==> config.mk <==
export PLATFORM = sky130hd
export DESIGN_NAME = cordic_rotator
export DESIGN_NICKNAME = d
export VERILOG_FILES = /design/src/rtl/cordic_rotator_pkg.sv /design/src/rtl/cordic_atan_lut.sv /design/src/rtl/cordic_rotator.sv
export SDC_FILE = /design/constraint.sdc
export NUM_CORES = 1
export LEC_CHECK = 0
export ABC_AREA = 1
export CORE_MARGIN = 5
export CORE_UTILIZATION = 37
export DETAILED_ROUTE_END_ITERATION = 6
export SLEW_MARGIN = 25
export SYNTH_ARGS = -nofsm -noshare
export SYNTH_HDL_FRONTEND = slang
export SYNTH_HIERARCHICAL = 1
export SYNTH_SLANG_ARGS = --single-unit
export TNS_END_PERCENT = 30
==> constraint.sdc <==
create_clock -name clk -period 6.5 [get_ports clk]
set_input_delay 1.3 -clock clk [delete_from_list [all_inputs] [get_ports clk]]
set_output_delay 1.3 -clock clk [all_outputs]
set_load 0.005 [all_outputs]
==> src/rtl/cordic_rotator_pkg.sv <==
// Shared constants for the CORDIC rotator: FSM encoding, arctangent table and gain constant.
// CORDIC_GAIN_COMP_EN enables the post-rotation gain-compensation multiply.
package cordic_rotator_pkg;

  typedef enum logic [1:0] {
    ST_IDLE   = 2'd0,
    ST_ROTATE = 2'd1,
    ST_SCALE  = 2'd2,
    ST_DONE   = 2'd3
  } state_t;

  // 1/gain in Q1.31 (0.6072529)
  localparam logic signed [31:0] GAIN_K = 32'sh4DBA76D4;

  // atan(2^-i) in turn units where 2^32 is one full turn
  function automatic logic [31:0] atan_entry(input logic [4:0] idx);
    logic [31:0] val_s;
    case (idx)
      5'd0:    val_s = 32'h20000000;
      5'd1:    val_s = 32'h12E4051E;
      5'd2:    val_s = 32'h09FB385B;
      5'd3:    val_s = 32'h051111D4;
      5'd4:    val_s = 32'h028B0D43;
      5'd5:    val_s = 32'h0145D7E1;
      5'd6:    val_s = 32'h00A2F61E;
      5'd7:    val_s = 32'h00517C55;
      5'd8:    val_s = 32'h0028BE53;
      5'd9:    val_s = 32'h00145F2F;
      5'd10:   val_s = 32'h000A2F98;
      5'd11:   val_s = 32'h000517CC;
      5'd12:   val_s = 32'h00028BE6;
      5'd13:   val_s = 32'h000145F3;
      5'd14:   val_s = 32'h0000A2FA;
      5'd15:   val_s = 32'h0000517D;
      5'd16:   val_s = 32'h000028BE;
      5'd17:   val_s = 32'h0000145F;
      5'd18:   val_s = 32'h00000A30;
      5'd19:   val_s = 32'h00000518;
      5'd20:   val_s = 32'h0000028C;
      5'd21:   val_s = 32'h00000146;
      5'd22:   val_s = 32'h000000A3;
      5'd23:   val_s = 32'h00000051;
      5'd24:   val_s = 32'h00000029;
      5'd25:   val_s = 32'h00000014;
      5'd26:   val_s = 32'h0000000A;
      5'd27:   val_s = 32'h00000005;
      5'd28:   val_s = 32'h00000003;
      5'd29:   val_s = 32'h00000001;
      5'd30:   val_s = 32'h00000001;
      default: val_s = 32'h00000000;
    endcase
    return val_s;
  endfunction

  // Q1.31 multiply by GAIN_K; bits [62:31] of the full signed product
  function automatic logic signed [31:0] gain_scale(input logic signed [31:0] v);
    logic signed [63:0] prod_s;
    prod_s = $signed({{32{v[31]}}, v}) * $signed({{32{GAIN_K[31]}}, GAIN_K});
    return prod_s[62:31];
  endfunction

endpackage

==> src/rtl/cordic_atan_lut.sv <==
// Combinational arctangent lookup: iteration index to angle in turn units.
module cordic_atan_lut
  import cordic_rotator_pkg::*;
(
  input  logic [4:0]  idx,
  output logic [31:0] angle
);

  assign angle = atan_entry(idx);

endmodule

==> src/rtl/cordic_rotator.sv <==
// Iterative CORDIC vector rotator, one micro-rotation per cycle, valid/ready on both sides.
// Define CORDIC_GAIN_COMP_EN to add a SCALE cycle that removes the CORDIC gain.
module cordic_rotator
  import cordic_rotator_pkg::*;
#(
  parameter int ITER = 16
) (
  input  logic        clk,
  input  logic        rst_n,
  input  logic        in_valid,
  output logic        in_ready,
  input  logic [31:0] x_in,
  input  logic [31:0] y_in,
  input  logic [31:0] angle_in,
  output logic        out_valid,
  input  logic        out_ready,
  output logic [31:0] x_out,
  output logic [31:0] y_out,
  output logic [31:0] angle_out,
  output logic        busy
);

  localparam logic [5:0] ITER_LAST = 6'(ITER);

  state_t             state_r;
  logic [5:0]         i_r;
  logic signed [31:0] x_r, y_r, z_r;
  logic signed [31:0] x_next_s, y_next_s, z_next_s;
  logic signed [31:0] x_sh_s, y_sh_s;
  logic [31:0]        atan_s;

  cordic_atan_lut u_atan_lut (
    .idx   (i_r[4:0]),
    .angle (atan_s)
  );

  // One micro-rotation; direction chosen by the sign of the residual angle
  always_comb begin
    x_sh_s = x_r >>> i_r;
    y_sh_s = y_r >>> i_r;
    if (z_r[31] == 1'b0) begin
      x_next_s = x_r - y_sh_s;
      y_next_s = y_r + x_sh_s;
      z_next_s = z_r - atan_s;
    end else begin
      x_next_s = x_r + y_sh_s;
      y_next_s = y_r - x_sh_s;
      z_next_s = z_r + atan_s;
    end
  end

  // Control FSM and datapath registers; results are registered one cycle after the last rotation
  always_ff @(posedge clk or negedge rst_n) begin
    if (!rst_n) begin
      state_r   <= ST_IDLE;
      i_r       <= 6'd0;
      x_r       <= 32'sd0;
      y_r       <= 32'sd0;
      z_r       <= 32'sd0;
      x_out     <= 32'd0;
      y_out     <= 32'd0;
      angle_out <= 32'd0;
      out_valid <= 1'b0;
      in_ready  <= 1'b1;
      busy      <= 1'b0;
    end else begin
      case (state_r)
        ST_IDLE: begin
          if (in_valid) begin
            x_r      <= x_in;
            y_r      <= y_in;
            z_r      <= angle_in;
            i_r      <= 6'd0;
            in_ready <= 1'b0;
            busy     <= 1'b1;
            state_r  <= ST_ROTATE;
          end
        end
        ST_ROTATE: begin
          if (i_r == ITER_LAST) begin
`ifdef CORDIC_GAIN_COMP_EN
            state_r   <= ST_SCALE;
`else
            x_out     <= x_r;
            y_out     <= y_r;
            angle_out <= z_r;
            out_valid <= 1'b1;
            state_r   <= ST_DONE;
`endif
          end else begin
            x_r <= x_next_s;
            y_r <= y_next_s;
            z_r <= z_next_s;
            i_r <= i_r + 6'd1;
          end
        end
`ifdef CORDIC_GAIN_COMP_EN
        ST_SCALE: begin
          x_out     <= gain_scale(x_r);
          y_out     <= gain_scale(y_r);
          angle_out <= z_r;
          out_valid <= 1'b1;
          state_r   <= ST_DONE;
        end
`endif
        ST_DONE: begin
          if (out_ready) begin
            out_valid <= 1'b0;
            in_ready  <= 1'b1;
            busy      <= 1'b0;
            state_r   <= ST_IDLE;
          end
        end
        default: begin
          out_valid <= 1'b0;
          in_ready  <= 1'b1;
          busy      <= 1'b0;
          i_r       <= 6'd0;
          state_r   <= ST_IDLE;
        end
      endcase
    end
  end

endmodule

==> results.md <==
- Cells on worst reg2reg path: 31
- Syn_area_per_cell: 6.292 um^2
- WS Path Type: register to register
- Final Hold Viols: 0
- Hold Path Class: register to register
- Initial DRT Pass Iterations: 7
- Worst skew pair latency: approximately 0.57 ns
- Tmin final: 5.614 ns
- Reg-to-reg critical path endpoint: z_r[31]
- RSZ-0062 raised after global routing: no
- H-Tree Level Count: 1
- Critical-path top delay cell: dfrtp_2
- CP arrival: 6.06 ns
- Rows: 85
- Achievable Freq: 178.1 MHz
- Aggregate global-route resource usage: 0.2408
- Vias in the first global route: between 20k and 25k
- Antenna violations before repair: 2
- Routed len/inst: 18.55 um
- CP required: 6.95 ns
- Main synth FF type: dfrtp_1
- Via density per instance: 5.405
- Die W: 242.8 um
- Max_slew headroom: 0.3086
- Synthesis-stage register bit count: 203
- Clk slew on worst S/H paths: 0.06 ns
- Cts hold-fix bufs: 0
- Layout net count: 3511
- Failing checks: DRC
- R2R Setup Slk: 0.89 ns
- Critical Path Sink: z_r[31]
- GP Congestion: 0.9448
- Clock Tree Buf Depth: 3
- First-pass GRT wire length: 116100 um
- Crit-path leading delay family: simple AND/OR/NAND/NOR gates
- Crit path from: i_r[2]
- Clk sink count: 203
- Ports: just under 200
- Post-synthesis sequential area ratio: 0.2535
- Type of origin of the critical path: register
- Buffer type at the clock tree root: clkbuf_16
- Die height: 242.8 um
- Synthesized cell area: 0.02005 mm^2
- Share of the synthesized area in the top cell type: 0.2522
- Port bufs: 198
- Status: finished with violations
- DR iter-0 viols: 1856
- Sum of buffers and inverters on the critical path: 4
- Hold Crit Start: y_out[18]
- DRC viols: 6
- Core area: approximately 0.054 mm^2
- Post-DP HPWL: roughly 58000 um
- Ys async rst share: 1.000
- Worst Setup End Kind: register
- Final setup violation count: 0
- Die Area: 0.05893 mm^2
- Detail Route Antenna Nets: 0
- Final period utilization: 0.8638
- Setup tns final: 0 ns
- Synth warnings: 6
- Number of flops mapped to enable cells by yosys: 0
- Area Growth Syn to Fin: 16.20%
- Vias: 21.67k
- Max cap viols: 0
- Critical Path Stages: 31
- Critical Path Max Stage Delay: just over 0.8 ns
- Starting Density: 0.3733
- Clock Skew: 0.01781 ns
- Final Max Slew Viols: 0
- WL final: 74370 um
- Reg-to-reg startpoint: i_r[2]
- Worst Path Max Fanout: 36
- Worst slew pin tran: just over 1 ns
- Share of cells above drive strength 1: 0.03833
- CP dominant cell by count: nand2_1
- Total grt overflow: 0
- Unique masters post-synth: 56
- Synth area leader: dfrtp_1
- Setup bufs post-CTS: 0
- Largest net degree at the start of global routing: 155
- CTS Buf Count: 25
- Top post-synthesis cells by area: dfrtp_1, nand2_1, nand3_1
- TritonCTS clock tree: yes
- # resized after CTS: 0
- Syn Inst Count: 3186
[worst reg2reg max path, delay by kind of cell, from the launching register on]
family	cells	cell delay, ns
DFF	1	0.81
adders and majority gates	2	0.48
xor gates and xnor gates	1	0.16
buffers and inverters	4	0.57
and+or+nand+nor	19	2.42
AOI/OAI and AO/OA	5	1.07
[stage by stage]
stage	setup slack [ns]	util	area (um^2)	cells	hold WS, ns
final	0.8855	0.4337	23290	4010	0.4655
after detailed placement	0.9794	0.4190	22500	3964	0.4582
after global routing	0.2145	0.4337	23290	4009	0.4937
after global placement	1.027	0.4190	22500	3964	0.4534
after CTS	0.9502	0.4336	23290	4009	0.4732
after floorplan	1.758	-	20050	3187	0.4651
[sequential cells by signal, indices dropped and copies added, names as in the netlist]
signal,flops
in_ready,1
busy,1
state_r,2
out_valid,1
y_out,32
i_r,6
x_out,32
y_r,32
z_r,32
x_r,32
angle_out,32
[layout by cell type, fill, tap and decap left out, types with 7 or more instances in the layout]
master | Yosys | final
o31ai_1 | 11 | 11
dfrtp_1 | 202 | 197
a31oi_1 | 9 | 9
xnor2_1 | 48 | 48
o21ai_1 | 14 | 14
nor3_1 | 29 | 29
inv_2 | 10 | 10
nor2_2 | 11 | 12
o21bai_1 | 14 | 14
ha_1 | 113 | 113
o211ai_1 | 22 | 22
xor2_1 | 81 | 81
a21o_1 | 12 | 12
nand2_1 | 848 | 848
clkdlybuf4s50_1 | 0 | 197
o21a_1 | 7 | 7
a21oi_1 | 156 | 156
a221oi_1 | 7 | 7
o22ai_1 | 51 | 51
buf_4 | 13 | 29
inv_1 | 302 | 301
o21ai_0 | 287 | 287
nor4_1 | 11 | 11
clkbuf_16 | 0 | 25
nand3_1 | 459 | 459
nor2_1 | 256 | 252
nand4_1 | 23 | 23
[cell families after synthesis]
logic type,count (synthesis),share of synthesized area
simple gates,1667,0.3543
compound gates,607,0.1680
buf+inv,463,0.09412
flops,203,0.2535
xor+xnor,129,0.05636
fa+ha+maj,116,0.07352
other cells,1,0.0001871
[how the worst min path moves through the flow]
stage,slack (ns),cells after the start,to
floorplan,0.47,2,out_valid
global placement,0.45,2,angle_out[0]
detailed placement,0.46,2,y_out[23]
CTS,0.47,2,y_out[21]
global route,0.49,2,y_out[21]
finish,0.47,2,y_out[18]
[metal layers]
metal,wire length (um),global-route usage
met1,33540,0.3370
met2,33250,0.3853
met3,5139,0.03861
met4,2444,0.07059
met5,0,0
[final cells by class]
type                            count  area, um^2
Fill cell                        5799       30410
Multi-Input combinational cell   2521       13110
Sequential cell                   203        5087
Timing Repair Buffer              230        2256
Inverter                          314        1184
Tap cell                          696       870.8
Clock buffer                       36       716.9
Clock inverter                      9       70.07
Antenna cell                        1       2.502
[cells in the mapped netlist, types with 3 or more instances]
cell and n:
nor4_1 11, nor2_2 11, a221oi_1 7, nor3_1 29
o21ai_1 14, buf_2 42, o21ai_0 287, buf_1 14
fa_1 3, nand3b_1 4, buf_6 6, o211ai_1 22
a31oi_1 9, o22ai_1 51, o221ai_1 3, dfrtp_1 202
nor3b_1 5, nor2_1 256, o21a_1 7, nand2_1 848
o21ai_2 3, clkbuf_1 74, nand3_1 459, xnor2_1 48
o31ai_1 11, ha_1 113, or2_2 5, buf_4 13
nand2_2 4, nand4_1 23, a21oi_1 156, inv_2 10
xor2_1 81, a21o_1 12, inv_1 302, o21bai_1 14
Power is not shown: default switching activity piles up to over one toggle a cycle in this logic, so the estimate is an artifact.
